<file path="config.mk">
export PLATFORM = sky130hd
export DESIGN_NAME = frogger_collision_engine
export DESIGN_NICKNAME = d
export VERILOG_FILES = /design/src/rtl/frogger_pkg.sv /design/src/rtl/frogger_hit_detect.sv /design/src/rtl/frogger_collision_engine.sv
export SDC_FILE = /design/constraint.sdc
export NUM_CORES = 1
export LEC_CHECK = 0
export BUFFER_PORTS_ARGS = -buffer_cell sky130_fd_sc_hd__buf_2
export CAP_MARGIN = 20
export CORE_MARGIN = 1.5
export CORE_UTILIZATION = 47
export CTS_CLUSTER_DIAMETER = 100
export DETAILED_ROUTE_END_ITERATION = 7
export PLACE_DENSITY = 0.83
export SLEW_MARGIN = 20
export SYNTH_ARGS = -nofsm -noshare
export SYNTH_HDL_FRONTEND = slang
export SYNTH_HIERARCHICAL = 1
export SYNTH_SLANG_ARGS = --single-unit
</file>
<file path="constraint.sdc">
create_clock -name i_Clk -period 1.6 [get_ports i_Clk]
set_input_delay 0.08 -clock i_Clk [delete_from_list [all_inputs] [get_ports i_Clk]]
set_output_delay 0.08 -clock i_Clk [all_outputs]
set_load 0.01 [all_outputs]
</file>
<file path="src/rtl/frogger_pkg.sv">
// Shared types and default constants for the Frogger collision engine.
package frogger_pkg;

    localparam int FROG_COORD_W    = 6;
    localparam int FROG_LIVES_INIT = 3;

    typedef enum logic [2:0] {
        ALIVE,
        HIT,
        RESPAWN,
        INVULN,
        GAME_OVER
    } frog_state_e;

endpackage

</file>
<file path="src/rtl/frogger_hit_detect.sv">
// Per-car overlap comparators feeding a registered hit vector (stage 1).
module frogger_hit_detect
    import frogger_pkg::*;
#(
    parameter int N_CARS  = 5,
    parameter int COORD_W = FROG_COORD_W,
    parameter int CAR_LEN = 1
) (
    input  logic                        i_Clk,
    input  logic                        i_Rst_N,
    input  logic [COORD_W-1:0]          i_Frogger_X,
    input  logic [COORD_W-1:0]          i_Frogger_Y,
    input  logic [N_CARS*COORD_W-1:0]   i_Car_X,
    input  logic [N_CARS*COORD_W-1:0]   i_Car_Y,
    input  logic [N_CARS-1:0]           i_Car_Valid,
    output logic [N_CARS-1:0]           o_Hit_Vec
);

    // Span end is formed one bit wider so a car near the right edge never wraps to X=0.
    localparam logic [COORD_W:0] LEN_M1 = (COORD_W+1)'(CAR_LEN - 1);

    logic [N_CARS-1:0] car_hit;
    logic [N_CARS-1:0] hit_vec_d;
    logic [N_CARS-1:0] hit_vec_q;

    for (genvar k = 0; k < N_CARS; k++) begin : g_car
        logic [COORD_W-1:0] car_x;
        logic [COORD_W-1:0] car_y;
        logic [COORD_W:0]   car_end;

        assign car_x      = i_Car_X[k*COORD_W +: COORD_W];
        assign car_y      = i_Car_Y[k*COORD_W +: COORD_W];
        assign car_end    = {1'b0, car_x} + LEN_M1;
        assign car_hit[k] = i_Car_Valid[k]
                          && (i_Frogger_Y == car_y)
                          && (i_Frogger_X >= car_x)
                          && ({1'b0, i_Frogger_X} <= car_end);
    end

    // Next hit vector is simply the current comparator outputs.
    always_comb begin
        hit_vec_d = car_hit;
    end

    // Stage 1 register: hit vector, cleared by reset so no stale hit survives it.
    always_ff @(posedge i_Clk) begin
        if (!i_Rst_N) begin
            hit_vec_q <= '0;
        end else begin
            hit_vec_q <= hit_vec_d;
        end
    end

    assign o_Hit_Vec = hit_vec_q;

endmodule

</file>
<file path="src/rtl/frogger_collision_engine.sv">
// Collision/death engine: priority encoder, life/invulnerability FSM (stage 2).
module frogger_collision_engine
    import frogger_pkg::*;
#(
    parameter int N_CARS       = 5,
    parameter int COORD_W      = FROG_COORD_W,
    parameter int CAR_LEN      = 1,
    parameter int LIVES_INIT   = FROG_LIVES_INIT,
    parameter int INVULN_TICKS = 30,
    localparam int HIDX_W      = (N_CARS > 1) ? $clog2(N_CARS) : 1
) (
    input  logic                        i_Clk,
    input  logic                        i_Rst_N,
    input  logic [COORD_W-1:0]          i_Frogger_X,
    input  logic [COORD_W-1:0]          i_Frogger_Y,
    input  logic [COORD_W-1:0]          i_Frogger_Orig_X,
    input  logic [COORD_W-1:0]          i_Frogger_Orig_Y,
    input  logic [N_CARS*COORD_W-1:0]   i_Car_X,
    input  logic [N_CARS*COORD_W-1:0]   i_Car_Y,
    input  logic [N_CARS-1:0]           i_Car_Valid,
    input  logic                        i_Tick,
    input  logic                        i_Restart,
    output logic                        o_Collided,
    output logic [HIDX_W-1:0]           o_Hit_Index,
    output logic                        o_Respawn,
    output logic [COORD_W-1:0]          o_Frogger_X,
    output logic [COORD_W-1:0]          o_Frogger_Y,
    output logic [2:0]                  o_Lives,
    output logic                        o_Invuln,
    output logic                        o_Game_Over
);

    localparam int CNT_W = (INVULN_TICKS > 0) ? $clog2(INVULN_TICKS + 1) : 1;

    logic [N_CARS-1:0] hit_vec;
    logic              hit_any;
    logic [HIDX_W-1:0] hit_idx;

    frog_state_e        state_d,     state_q;
    logic [2:0]         lives_d,     lives_q;
    logic [CNT_W-1:0]   cnt_d,       cnt_q;
    logic [HIDX_W-1:0]  pend_idx_d,  pend_idx_q;
    logic [HIDX_W-1:0]  hit_index_d, hit_index_q;
    logic               collided_d,  collided_q;
    logic               respawn_d,   respawn_q;
    logic [COORD_W-1:0] frog_x_d,    frog_x_q;
    logic [COORD_W-1:0] frog_y_d,    frog_y_q;
    logic               invuln_d,    invuln_q;
    logic               game_over_d, game_over_q;

    // ---- stage 1: registered hit vector ----
    frogger_hit_detect #(
        .N_CARS  (N_CARS),
        .COORD_W (COORD_W),
        .CAR_LEN (CAR_LEN)
    ) u_hit_detect (
        .i_Clk       (i_Clk),
        .i_Rst_N     (i_Rst_N),
        .i_Frogger_X (i_Frogger_X),
        .i_Frogger_Y (i_Frogger_Y),
        .i_Car_X     (i_Car_X),
        .i_Car_Y     (i_Car_Y),
        .i_Car_Valid (i_Car_Valid),
        .o_Hit_Vec   (hit_vec)
    );

    // ---- stage 2: priority encoder and FSM ----
    // Lowest-index car wins when several overlap the frog at once.
    always_comb begin
        hit_idx = '0;
        for (int k = N_CARS - 1; k >= 0; k--) begin
            if (hit_vec[k]) begin
                hit_idx = HIDX_W'(k);
            end
        end
        hit_any = |hit_vec;
    end

    // Next-state and registered-output logic; the pending index is latched on
    // entry to HIT because the hit vector has moved on by the time HIT acts.
    always_comb begin
        state_d     = state_q;
        lives_d     = lives_q;
        cnt_d       = cnt_q;
        pend_idx_d  = pend_idx_q;
        hit_index_d = hit_index_q;
        collided_d  = 1'b0;
        respawn_d   = 1'b0;
        frog_x_d    = frog_x_q;
        frog_y_d    = frog_y_q;
        case (state_q)
            ALIVE: begin
                if (hit_any) begin
                    state_d    = HIT;
                    pend_idx_d = hit_idx;
                end
            end
            HIT: begin
                lives_d     = lives_q - 3'd1;
                collided_d  = 1'b1;
                hit_index_d = pend_idx_q;
                state_d     = (lives_q == 3'd1) ? GAME_OVER : RESPAWN;
            end
            RESPAWN: begin
                respawn_d = 1'b1;
                frog_x_d  = i_Frogger_Orig_X;
                frog_y_d  = i_Frogger_Orig_Y;
                cnt_d     = CNT_W'(INVULN_TICKS);
                state_d   = (INVULN_TICKS == 0) ? ALIVE : INVULN;
            end
            INVULN: begin
                if (i_Tick) begin
                    cnt_d = cnt_q - CNT_W'(1);
                    if (cnt_q == CNT_W'(1)) begin
                        state_d = ALIVE;
                    end
                end
            end
            GAME_OVER: begin
                if (i_Restart) begin
                    lives_d = 3'(LIVES_INIT);
                    state_d = RESPAWN;
                end
            end
            default: state_d = ALIVE;
        endcase
        invuln_d    = (state_q == INVULN);
        game_over_d = (state_d == GAME_OVER);
    end

    // FSM state and all registered outputs; synchronous active-low reset.
    always_ff @(posedge i_Clk) begin
        if (!i_Rst_N) begin
            state_q     <= ALIVE;
            lives_q     <= 3'(LIVES_INIT);
            cnt_q       <= '0;
            pend_idx_q  <= '0;
            hit_index_q <= '0;
            collided_q  <= 1'b0;
            respawn_q   <= 1'b0;
            frog_x_q    <= '0;
            frog_y_q    <= '0;
            invuln_q    <= 1'b0;
            game_over_q <= 1'b0;
        end else begin
            state_q     <= state_d;
            lives_q     <= lives_d;
            cnt_q       <= cnt_d;
            pend_idx_q  <= pend_idx_d;
            hit_index_q <= hit_index_d;
            collided_q  <= collided_d;
            respawn_q   <= respawn_d;
            frog_x_q    <= frog_x_d;
            frog_y_q    <= frog_y_d;
            invuln_q    <= invuln_d;
            game_over_q <= game_over_d;
        end
    end

    assign o_Collided  = collided_q;
    assign o_Hit_Index = hit_index_q;
    assign o_Respawn   = respawn_q;
    assign o_Frogger_X = frog_x_q;
    assign o_Frogger_Y = frog_y_q;
    assign o_Lives     = lives_q;
    assign o_Invuln    = invuln_q;
    assign o_Game_Over = game_over_q;

endmodule

</file>
==> results of run 1 <==
sequential cells by signal, indices dropped and copies added, names as in the netlist:
signal                  flops
cnt_q                       5
o_Collided                  1
o_Frogger_X                 6
o_Frogger_Y                 6
o_Game_Over                 1
o_Hit_Index                 3
o_Invuln                    1
o_Lives                     3
o_Respawn                   1
pend_idx_q                  3
state_q                     3
u_hit_detect/o_Hit_Vec      5
worst register-to-register path, delay by kind of cell, from the launching register on:
family | cells | cell delay (ns)
compound gates | 1 | 0.15
flops | 1 | 0.40
simple gates | 2 | 0.87
per-layer routing:
metal	vias up	share of wire, %	GRT usage (%)
met4	0	1.5	5.185
met5	-	0	0
li1	1152	-	-
met2	81	52	39.28
met1	1002	40	20.59
met3	8	6.3	5.150
kinds of logic after synthesis:
kind of cell | count (synthesis) | share of synthesized area [%]
AOI/OAI and AO/OA | 34 | 9.277
xor gates and xnor gates | 33 | 11.52
adders and majority gates | 34 | 16.96
buffers and inverters | 46 | 9.127
DFF | 38 | 30.32
muxes | 3 | 1.197
and+or+nand+nor | 97 | 21.60
stage by stage:
step | utilization [%] | hold WS, ns | setup WS (ns) | cells
4_1_cts | 62.22 | 0.02318 | 0.1197 | 469
5_1_grt | 62.24 | 0.03207 | 0.05185 | 469
3_5_place_dp | 60.44 | 0.3419 | 0.1546 | 461
3_3_place_gp | 60.44 | 0.3341 | 0.2414 | 461
2_1_floorplan | - | 0.2092 | 0.2273 | 285
6_report | 62.24 | 0.02747 | 0.1101 | 469
area by class of cell:
class,instances,share of cell area [%]
multi-input combinational,201,47.52
sequential,38,23.78
timing repair buffer,121,19.48
inverter,31,3.637
tap,70,2.738
clock buffer,7,2.698
clock inverter,1,0.1564
synth_stat cells, drive strengths merged (4+ instances only):
cell type and count:
nand2 39, dfxtp 38, ha 34, xnor2 32, inv 31, nand4 17
a21boi 15, buf 9, a21oi 8, nor4 7, clkbuf 6, nor2 6
nor3b 5, nand2b 4, nor2b 4
repair_timing:
item | CTS | global route
hold endpoints to repair | 0 | 0
resized for setup | 0 | 1
hold buffers | 0 | 0
setup endpoints to repair | 0 | 1
worst min path at each step:
stage	end	slack, ns	cells past startpoint
final	o_Frogger_X[2]$_SDFFE_PN0P_	0.03	3
after CTS	o_Frogger_X[2]$_SDFFE_PN0P_	0.02	3
after global routing	o_Frogger_X[2]$_SDFFE_PN0P_	0.03	3
after detailed placement	o_Frogger_X[2]$_SDFFE_PN0P_	0.34	3
after global placement	o_Frogger_X[0]$_SDFFE_PN0P_	0.33	3
after floorplan	state_q[0]$_SDFF_PN0_	0.21	2
power breakdown:
part / internal [mW] / total (mW) / switching (mW)
Clock: 0.347 / 0.670 / 0.323
Combinational: 0.176 / 0.329 / 0.153
Sequential: 0.946 / 0.946 / 0.000442
Total: 1.47 / 1.95 / 0.477
==> metrics.csv, run 1 <==
stage;metric;value;unit
layout;area_delta_synth_final;27.53;%
synthesis;synth.distinct_cells;37;
synthesis;async_flop_share;0;%
power_and_ir_drop;p_leak;1.544;nW
placed_design;dp_hpwl;4574;um
worst_hold_path;hp-class;primary input to register;
global_route;grt_max_degree;21;
placed_design;gp_congestion;0.7862;
sta;slew_headroom;75.27;%
clock_network;postCtsSetupRepairBufs;0;
global_route;grtUsageTotal;19.90;%
power_and_ir_drop;power_density;608.1;nW/um2
sta;hold_violations;0;
synthesis;synth_seq_cells;38;
worst_setup_path;critPathKind;register to register;
layout;drive_above_1_share;34.34;%
layout;fillers;461;
worst_setup_path;r2r_cells;3;
synthesis;syn_area_per_cell;8.802;um2
sta;rsz0062_at_grt;false;
clock_network;cts.sinks;38;
clock_network;clockBufferDepth;2;
sta;clock.fmax;671.2;MHz
routing;drt_iter0_markers;68;
placed_design;io_buffers;114;
clock_network;insertion_delay;0.29;ns
worst_setup_path;cp-end-kind;register;
floorplanning;core_region_area;5140;um2
layout;layout_common_cells;buf_2 (114), nand2_1 (39), dfxtp_1 (38);
worst_setup_path;reg2reg_from;state_q[0]$_SDFF_PN0_;
worst_setup_path;cp.depth;3;
clock_network;ctsRootBufferMaster;clkbuf_8;
synthesis;synth_seq_area_share;30.32;%
sta;finalSetupViolCount;0;
routing;ant_nets;0;
clock_network;cts_htree_levels;2;
synthesis;synth_top_area_cell;dfxtp_1;
worst_setup_path;critPathRequiredTime;1.82;ns
synthesis;synth_warnings;6;
global_route;first_global_vias;2164;
power_and_ir_drop;power;1.946;mW
layout;diodes;0;
synthesis;syn_nets;412;
synthesis;synth_edf_count;0;
worst_setup_path;rr_endpoint;pend_idx_q[1]$_SDFFE_PN0P_;
sta;drv_slew;0;
clock_network;tritoncts;done;
worst_setup_path;crit_end;pend_idx_q[1]$_SDFFE_PN0P_;
worst_setup_path;cp.arrival;1.71;ns
routing;first_pass_iters;4;
routing;avgViaCountPerCell;4.783;
worst_setup_path;cp-start-kind;register;
worst_setup_path;slowest_delay;0.44;ns
routing;wire_per_inst;11.85;um
floorplanning;num_rows;26;
synthesis;ys.flop_type;dfxtp_1;
worst_setup_path;critPathSlowestCell;or3_1;
routing;vias;2243;
floorplanning;die-area;5785;um2
status;outcome;finished, final reports clean;
run;cap_violations;0;
global_route;grt.overflow.total;0;
power_and_ir_drop;ir_worst_vdd;0.0003834;V
global_route;grt_pass1_wl;9315;um
worst_setup_path;r2r_slack;0.11;ns
layout;area.sequential;760.7;um2
clock_network;numCtsBuffers;5;
global_route;antenna_found_initial;0;
worst_setup_path;worstPathCellList;or3_1 -> or4_1 -> a21boi_1;
placed_design;place_area;3107;um2
worst_setup_path;path_max_fanout;10;
floorplanning;die-height;76.06;um
clock_network;clkSlewWorstSetupHoldPaths;0.07;ns
sta;setup_tns;0;ns
sta;layout_worst_path_cycle_share;93.12;%
routing;drc;0;
sta;worstMarginPinSlew;0.3681;ns
synthesis;synth_top_area_share;30.32;%
synthesis;synth_cells;285;
floorplanning;io_pins;115;
floorplanning;die_w;76.06;um
worst_setup_path;crit_family;simple AND/OR/NAND/NOR gates;
layout;final_area;3199;um2
synthesis;netlist_area;2509;um2
layout;layout_commonest_cell;buf_2;
sta;finalCriticalPeriod;1.490;ns
worst_hold_path;min_from;i_Frogger_Orig_X[2];
synthesis;synthTopCellsByArea;dfxtp_1 (30%), ha_1 (17%), xnor2_1 (11%);
sta;fin_skew;0.004880;ns
worst_setup_path;crit_start;state_q[0]$_SDFF_PN0_;
worst_setup_path;cp_num_buf_inv;0;
layout;multi_input_comb_area;1520;um2
layout;finalNetCount;525;
floorplanning;initial_core_util;48.81;%
routing;wl;5559;um
No activity file was read; power rests on OpenSTA's default activity.
==> run 2: changes to the inputs <==
--- a/config.mk
+++ b/config.mk
@@ -11,7 +11,8 @@
 export CORE_UTILIZATION = 47
 export CTS_CLUSTER_DIAMETER = 100
 export DETAILED_ROUTE_END_ITERATION = 7
-export PLACE_DENSITY = 0.83
+export GPL_TIMING_DRIVEN = 0
+export PLACE_DENSITY = 0.8
 export SLEW_MARGIN = 20
 export SYNTH_ARGS = -nofsm -noshare
 export SYNTH_HDL_FRONTEND = slang
==> run 2 against run 1 <==
Combinational power grew 5%; clock skew grew 0.00082 ns; count of clock-buffer cells in the layout is the same; clock power shrank 9.6%; design area grew 0.63%; largest cell class unchanged; via count is essentially flat; utilization grew 0.39 points; routed wire length grew 1.3%.
==> metrics.csv, run 2 (synthesis gave the netlist of run 1 again) <==
stage;metric;value;unit
status;outcome;finished, final reports clean;
layout;fillers;466;
worst_setup_path;critPathRequiredTime;1.77;ns
layout;finalNetCount;527;
sta;worstMarginPinSlew;0.4205;ns
floorplanning;die-height;76.06;um
clock_network;cts_resized;0;
worst_setup_path;r2r_slack;0.11;ns
layout;fin_util;62.63;%
worst_setup_path;critPathSlowestCell;dfxtp_1;
worst_setup_path;worstPathCellList;nor2b_1 -> buf_2 -> nand3_1 -> o31a_1 -> o31a_1;
worst_setup_path;crit_end;cnt_q[4]$_SDFFE_PN0P_;
sta;finalSetupViolCount;0;
sta;fin_skew;0.005700;ns
layout;layout_common_cells;buf_2 (111), nand2_1 (39), dfxtp_1 (38);
layout;diodes;0;
global_route;antenna_found_initial;0;
floorplanning;io_pins;115;
worst_setup_path;cp.arrival;1.66;ns
floorplanning;die_w;76.06;um
placed_design;io_buffers;108;
power_and_ir_drop;p_leak;1.536;nW
worst_setup_path;rr_endpoint;cnt_q[4]$_SDFFE_PN0P_;
clock_network;cts.sinks;38;
clock_network;clkSlewWorstSetupHoldPaths;0.07;ns
routing;first_pass_iters;6;
global_route;grt_pass1_wl;9418;um
power_and_ir_drop;power_density;589.6;nW/um2
clock_network;insertion_delay;0.28;ns
power_and_ir_drop;ir_worst_vdd;0.0002964;V
worst_setup_path;worst_path_most_repeated_cell;o31a_1;
layout;drive_above_1_share;32.75;%
floorplanning;core_region_area;5140;um2
global_route;grt.overflow.total;0;
sta;layout_worst_path_cycle_share;92.84;%
layout;area_delta_synth_final;28.33;%
worst_setup_path;slowest_delay;0.40;ns
global_route;grtUsageTotal;19.87;%
sta;hold_violations;0;
routing;ant_nets;0;
clock_network;numCtsBuffers;5;
worst_hold_path;hold_path_depth;3;
clock_network;cts-hold-fix-buffers;0;
global_route;grt_max_degree;11;
layout;layout_commonest_cell;buf_2;
routing;drt_iter0_markers;116;
floorplanning;num_rows;26;
worst_setup_path;cp-start-kind;register;
sta;finalCriticalPeriod;1.485;ns
worst_setup_path;cp-end-kind;register;
clock_network;ctsRootBufferMaster;clkbuf_8;
worst_setup_path;reg2reg_from;state_q[1]$_SDFF_PN0_;
worst_hold_path;hp-class;primary input to register;
power_and_ir_drop;power;1.898;mW
sta;drv_slew;0;
routing;wire_per_inst;11.98;um
sta;clock.fmax;673.2;MHz
run;cap_violations;0;
placed_design;dp_hpwl;4649;um
clock_network;cts_htree_levels;2;
worst_setup_path;path_max_fanout;8;
routing;vias;2244;
worst_setup_path;crit_start;state_q[1]$_SDFF_PN0_;
clock_network;tritoncts;done;
sta;holdWs;0.03497;ns
routing;drc;0;
clock_network;clockBufferDepth;2;
clock_network;postCtsSetupRepairBufs;0;
worst_setup_path;critPathKind;register to register;
worst_setup_path;r2r_cells;5;
global_route;first_global_vias;2171;
placed_design;gp_congestion;0.7698;
worst_hold_path;min_from;i_Frogger_Orig_Y[5];
floorplanning;die-area;5785;um2
routing;wl;5632;um
routing;avgViaCountPerCell;4.774;
floorplanning;initial_core_util;48.81;%
sta;slew_headroom;71.97;%
## run 2: report_power, final
group / switching [mW] / internal [mW]
clock network: 0.306 / 0.300
registers: 0.000419 / 0.946
logic: 0.159 / 0.187
## run 2: critical path, delay by kind of cell, from the launching register on
family / cells / cell delay, ns
flops: 1 / 0.40
buf+inv: 1 / 0.19
simple gates: 2 / 0.29
compound gates: 2 / 0.49
## run 2: area by class of cell
class                      count  area [um2]  area share [%]
clock buffer                   7       76.32           2.371
sequential                    38       760.7           23.63
inverter                      31       116.4           3.614
tap                           70       87.58           2.721
buffer                        15       112.6           3.498
multi-input combinational    201        1525           47.38
timing repair buffer         108       540.5           16.79
## run 2: metal layers
layer | routed length (um) | GRT usage, %
met1 | 2369 | 22.43
met2 | 2807 | 37.30
met3 | 380 | 4.431
met4 | 74 | 5.556
met5 | 0 | 0
## run 2: worst min path at each step
stage | end | slack [ns]
2_1_floorplan | state_q[0]$_SDFF_PN0_ | 0.21
3_3_place_gp | o_Frogger_Y[2]$_SDFFE_PN0P_ | 0.33
3_5_place_dp | o_Frogger_Y[5]$_SDFFE_PN0P_ | 0.34
4_1_cts | o_Frogger_Y[5]$_SDFFE_PN0P_ | 0.03
5_1_grt | o_Frogger_Y[1]$_SDFFE_PN0P_ | 0.04
6_report | o_Frogger_Y[5]$_SDFFE_PN0P_ | 0.03
## run 2: per-stage QoR
stage	instance area, um2	std cells	setup TNS, ns	setup slack [ns]
finish	3219	470	0	0.1145
global route	3219	470	-0.01088	-0.006863
CTS	3213	470	0	0.1062
detailed placement	3137	463	0	0.1181
global placement	3137	463	0	0.1295
floorplan	2509	285	0	0.2273
==> run 3: changes to the inputs <==
--- a/config.mk
+++ b/config.mk
@@ -9,6 +9,7 @@
 export CAP_MARGIN = 20
 export CORE_MARGIN = 1.5
 export CORE_UTILIZATION = 47
+export CTS_BUF_LIST = sky130_fd_sc_hd__clkbuf_16
 export CTS_CLUSTER_DIAMETER = 100
 export DETAILED_ROUTE_END_ITERATION = 7
 export GPL_TIMING_DRIVEN = 0
==> run 3 against run 2 <==
Sequential cell count stayed put; count of clock-buffer cells in the layout fell by 2; sequential power barely moved; routed wire length up 2.2%; clock power is 48% higher; critical path type unchanged; final cell count did not move; largest power group unchanged; die area is the same; sequential share of layout area is 0.41 points lower; hold slack improved by 0.016 ns; utilization is 1.1 points higher; critical endpoint unchanged.
==> metrics.csv, run 3 (synthesis gave the netlist of run 1 again) <==
stage;metric;value;unit
status;outcome;finished, final reports clean;
power_and_ir_drop;power.net_switching;499.0;uW
worst_hold_path;hp-class;primary input to register;
global_route;first_global_vias;2221;
layout;layout_common_cells;buf_2 (111), nand2_1 (39), dfxtp_1 (38);
layout;area_delta_synth_final;30.57;%
worst_setup_path;crit_family;compound AO/OA/AOI/OAI gates;
worst_setup_path;cp-start-kind;register;
sta;fin_skew;0.004200;ns
worst_setup_path;cp_num_buf_inv;1;
global_route;grt_max_degree;11;
routing;drc;0;
clock_network;cts_htree_levels;2;
floorplanning;die-height;76.06;um
worst_setup_path;cp.arrival;1.68;ns
floorplanning;die_w;76.06;um
power_and_ir_drop;p_sw_share;22.79;%
sta;drv_slew;0;
power_and_ir_drop;ir_worst_vdd;0.0005604;V
worst_setup_path;critPathKind;register to register;
sta;finalSetupViolCount;0;
layout;fin_util;63.73;%
sta;rsz0062_at_grt;true;
power_and_ir_drop;pwr-share-clk;40.9;%
floorplanning;initial_core_util;48.81;%
global_route;antenna_found_initial;0;
global_route;grt_pass1_wl;9584;um
layout;drive_above_1_share;32.75;%
placed_design;place_inst;463;
power_and_ir_drop;power;2.190;mW
placed_design;dp_hpwl;4649;um
placed_design;io_buffers;108;
power_and_ir_drop;seqPwrFrac;43.3;%
floorplanning;die-area;5785;um2
sta;hold_violations;0;
sta;slew_headroom;71.37;%
layout;finalNetCount;527;
worst_setup_path;critPathRequiredTime;1.76;ns
clock_network;cts-hold-fix-buffers;0;
clock_network;tritoncts;done;
power_and_ir_drop;intPower;1.691;mW
routing;wl;5758;um
worst_setup_path;slowest_delay;0.42;ns
floorplanning;num_rows;26;
worst_setup_path;worstPathCellList;nor2b_1 -> buf_2 -> nand3_1 -> o31a_1 -> o31a_1;
layout;diodes;0;
sta;clock.fmax;659.8;MHz
routing;first_pass_iters;4;
clock_network;clockBufferDepth;2;
worst_setup_path;cp-end-kind;register;
routing;wire_per_inst;12.25;um
routing;ant_nets;0;
sta;worstMarginPinSlew;0.4294;ns
sta;finalCriticalPeriod;1.516;ns
floorplanning;io_pins;115;
floorplanning;core_region_area;5140;um2
worst_setup_path;path_max_fanout;8;
sta;layout_worst_path_cycle_share;94.72;%
global_route;grtUsageTotal;20.20;%
layout;layout_commonest_cell;buf_2;
clock_network;clkSlewWorstSetupHoldPaths;0.05;ns
worst_setup_path;worst_path_most_repeated_cell;o31a_1;
run;cap_violations;0;
global_route;grt.overflow.total;0;
clock_network;ctsRootBufferMaster;clkbuf_16;
power_and_ir_drop;combPwrFrac;15.8;%
routing;vias;2244;
power_and_ir_drop;p_leak;1.570;nW
layout;final_cells;470;
routing;drt_iter0_markers;129;
worst_setup_path;critPathSlowestCell;dfxtp_1;
placed_design;gp_congestion;0.7698;
routing;avgViaCountPerCell;4.774;
layout;fillers;466;
power_and_ir_drop;power_density;668.5;nW/um2
clock_network;numCtsBuffers;5;
clock_network;cts.sinks;38;
clock_network;insertion_delay;0.27;ns
## run 3: cell types whose count changed in the layout (fill, tap and decap cells not counted)
cell and change:
clkbuf_8 -5, clkbuf_1 -2, clkbuf_16 +5, inv_1 +2
## run 3: path summary, 6_finish.rpt
kind / startpoint / end / slack, ns / cells past startpoint
worst max-delay path: state_q[1]$_SDFF_PN0_ / cnt_q[4]$_SDFFE_PN0P_ / 0.08 / 5
worst min-delay path: i_Frogger_Orig_Y[5] / o_Frogger_Y[5]$_SDFFE_PN0P_ / 0.05 / 3
worst max register to register: state_q[1]$_SDFF_PN0_ / cnt_q[4]$_SDFFE_PN0P_ / 0.08 / 5
worst min register to register: o_Frogger_X[3]$_SDFFE_PN0P_ / o_Frogger_X[3]$_SDFFE_PN0P_ / 0.46 / 2
## run 3: worst min-delay path: cells and delay by family
kind / cells / cell delay, ns
AO/OA/AOI/OAI: 1 / 0.06
buffers and inverters: 1 / 0.10
AND/OR/NAND/NOR: 1 / 0.04
## run 3: timing repair
item                       4_1_cts  5_1_grt
buffers inserted                 0        0
setup endpoints to repair        0        2
resized for setup                0        2
## run 3: routing by layer
layer,track usage (%),vias up,part of all wire (%)
li1,-,1157,-
met1,22.35,987,41
met2,37.84,92,51
met3,4.671,8,6.1
met4,6.667,0,1.3
met5,0,-,0
## run 3: layout make-up
cell class                 count  area (um2)  area share [%]
buffer                        15       112.6           3.438
clock inverter                 2       7.507          0.2292
inverter                      31       116.4           3.552
tap                           70       87.58           2.674
sequential                    38       760.7           23.22
clock buffer                   5       125.1           3.820
multi-input combinational    201        1525           46.56
timing repair buffer         108       540.5           16.50
## run 3: per-stage QoR
stage | worst slack [ns] | area (um2) | hold slack [ns] | TNS, ns
2_1_floorplan | 0.2273 | 2509 | 0.2092 | 0
3_3_place_gp | 0.1295 | 3137 | 0.3298 | 0
3_5_place_dp | 0.1181 | 3137 | 0.3399 | 0
4_1_cts | 0.07543 | 3269 | 0.05000 | 0
5_1_grt | -0.01824 | 3276 | 0.06174 | -0.01824
6_report | 0.08441 | 3276 | 0.05087 | 0
## run 3: power groups by stage
stage               Clock (mW)  Combinational [mW]  Sequential, mW
finish                   0.895               0.347           0.948
floorplan                    0               0.181           0.968
detailed placement           0               0.348           0.968
global placement             0               0.334           0.968
global route             0.950               0.389           0.947
CTS                      0.913               0.350           0.948
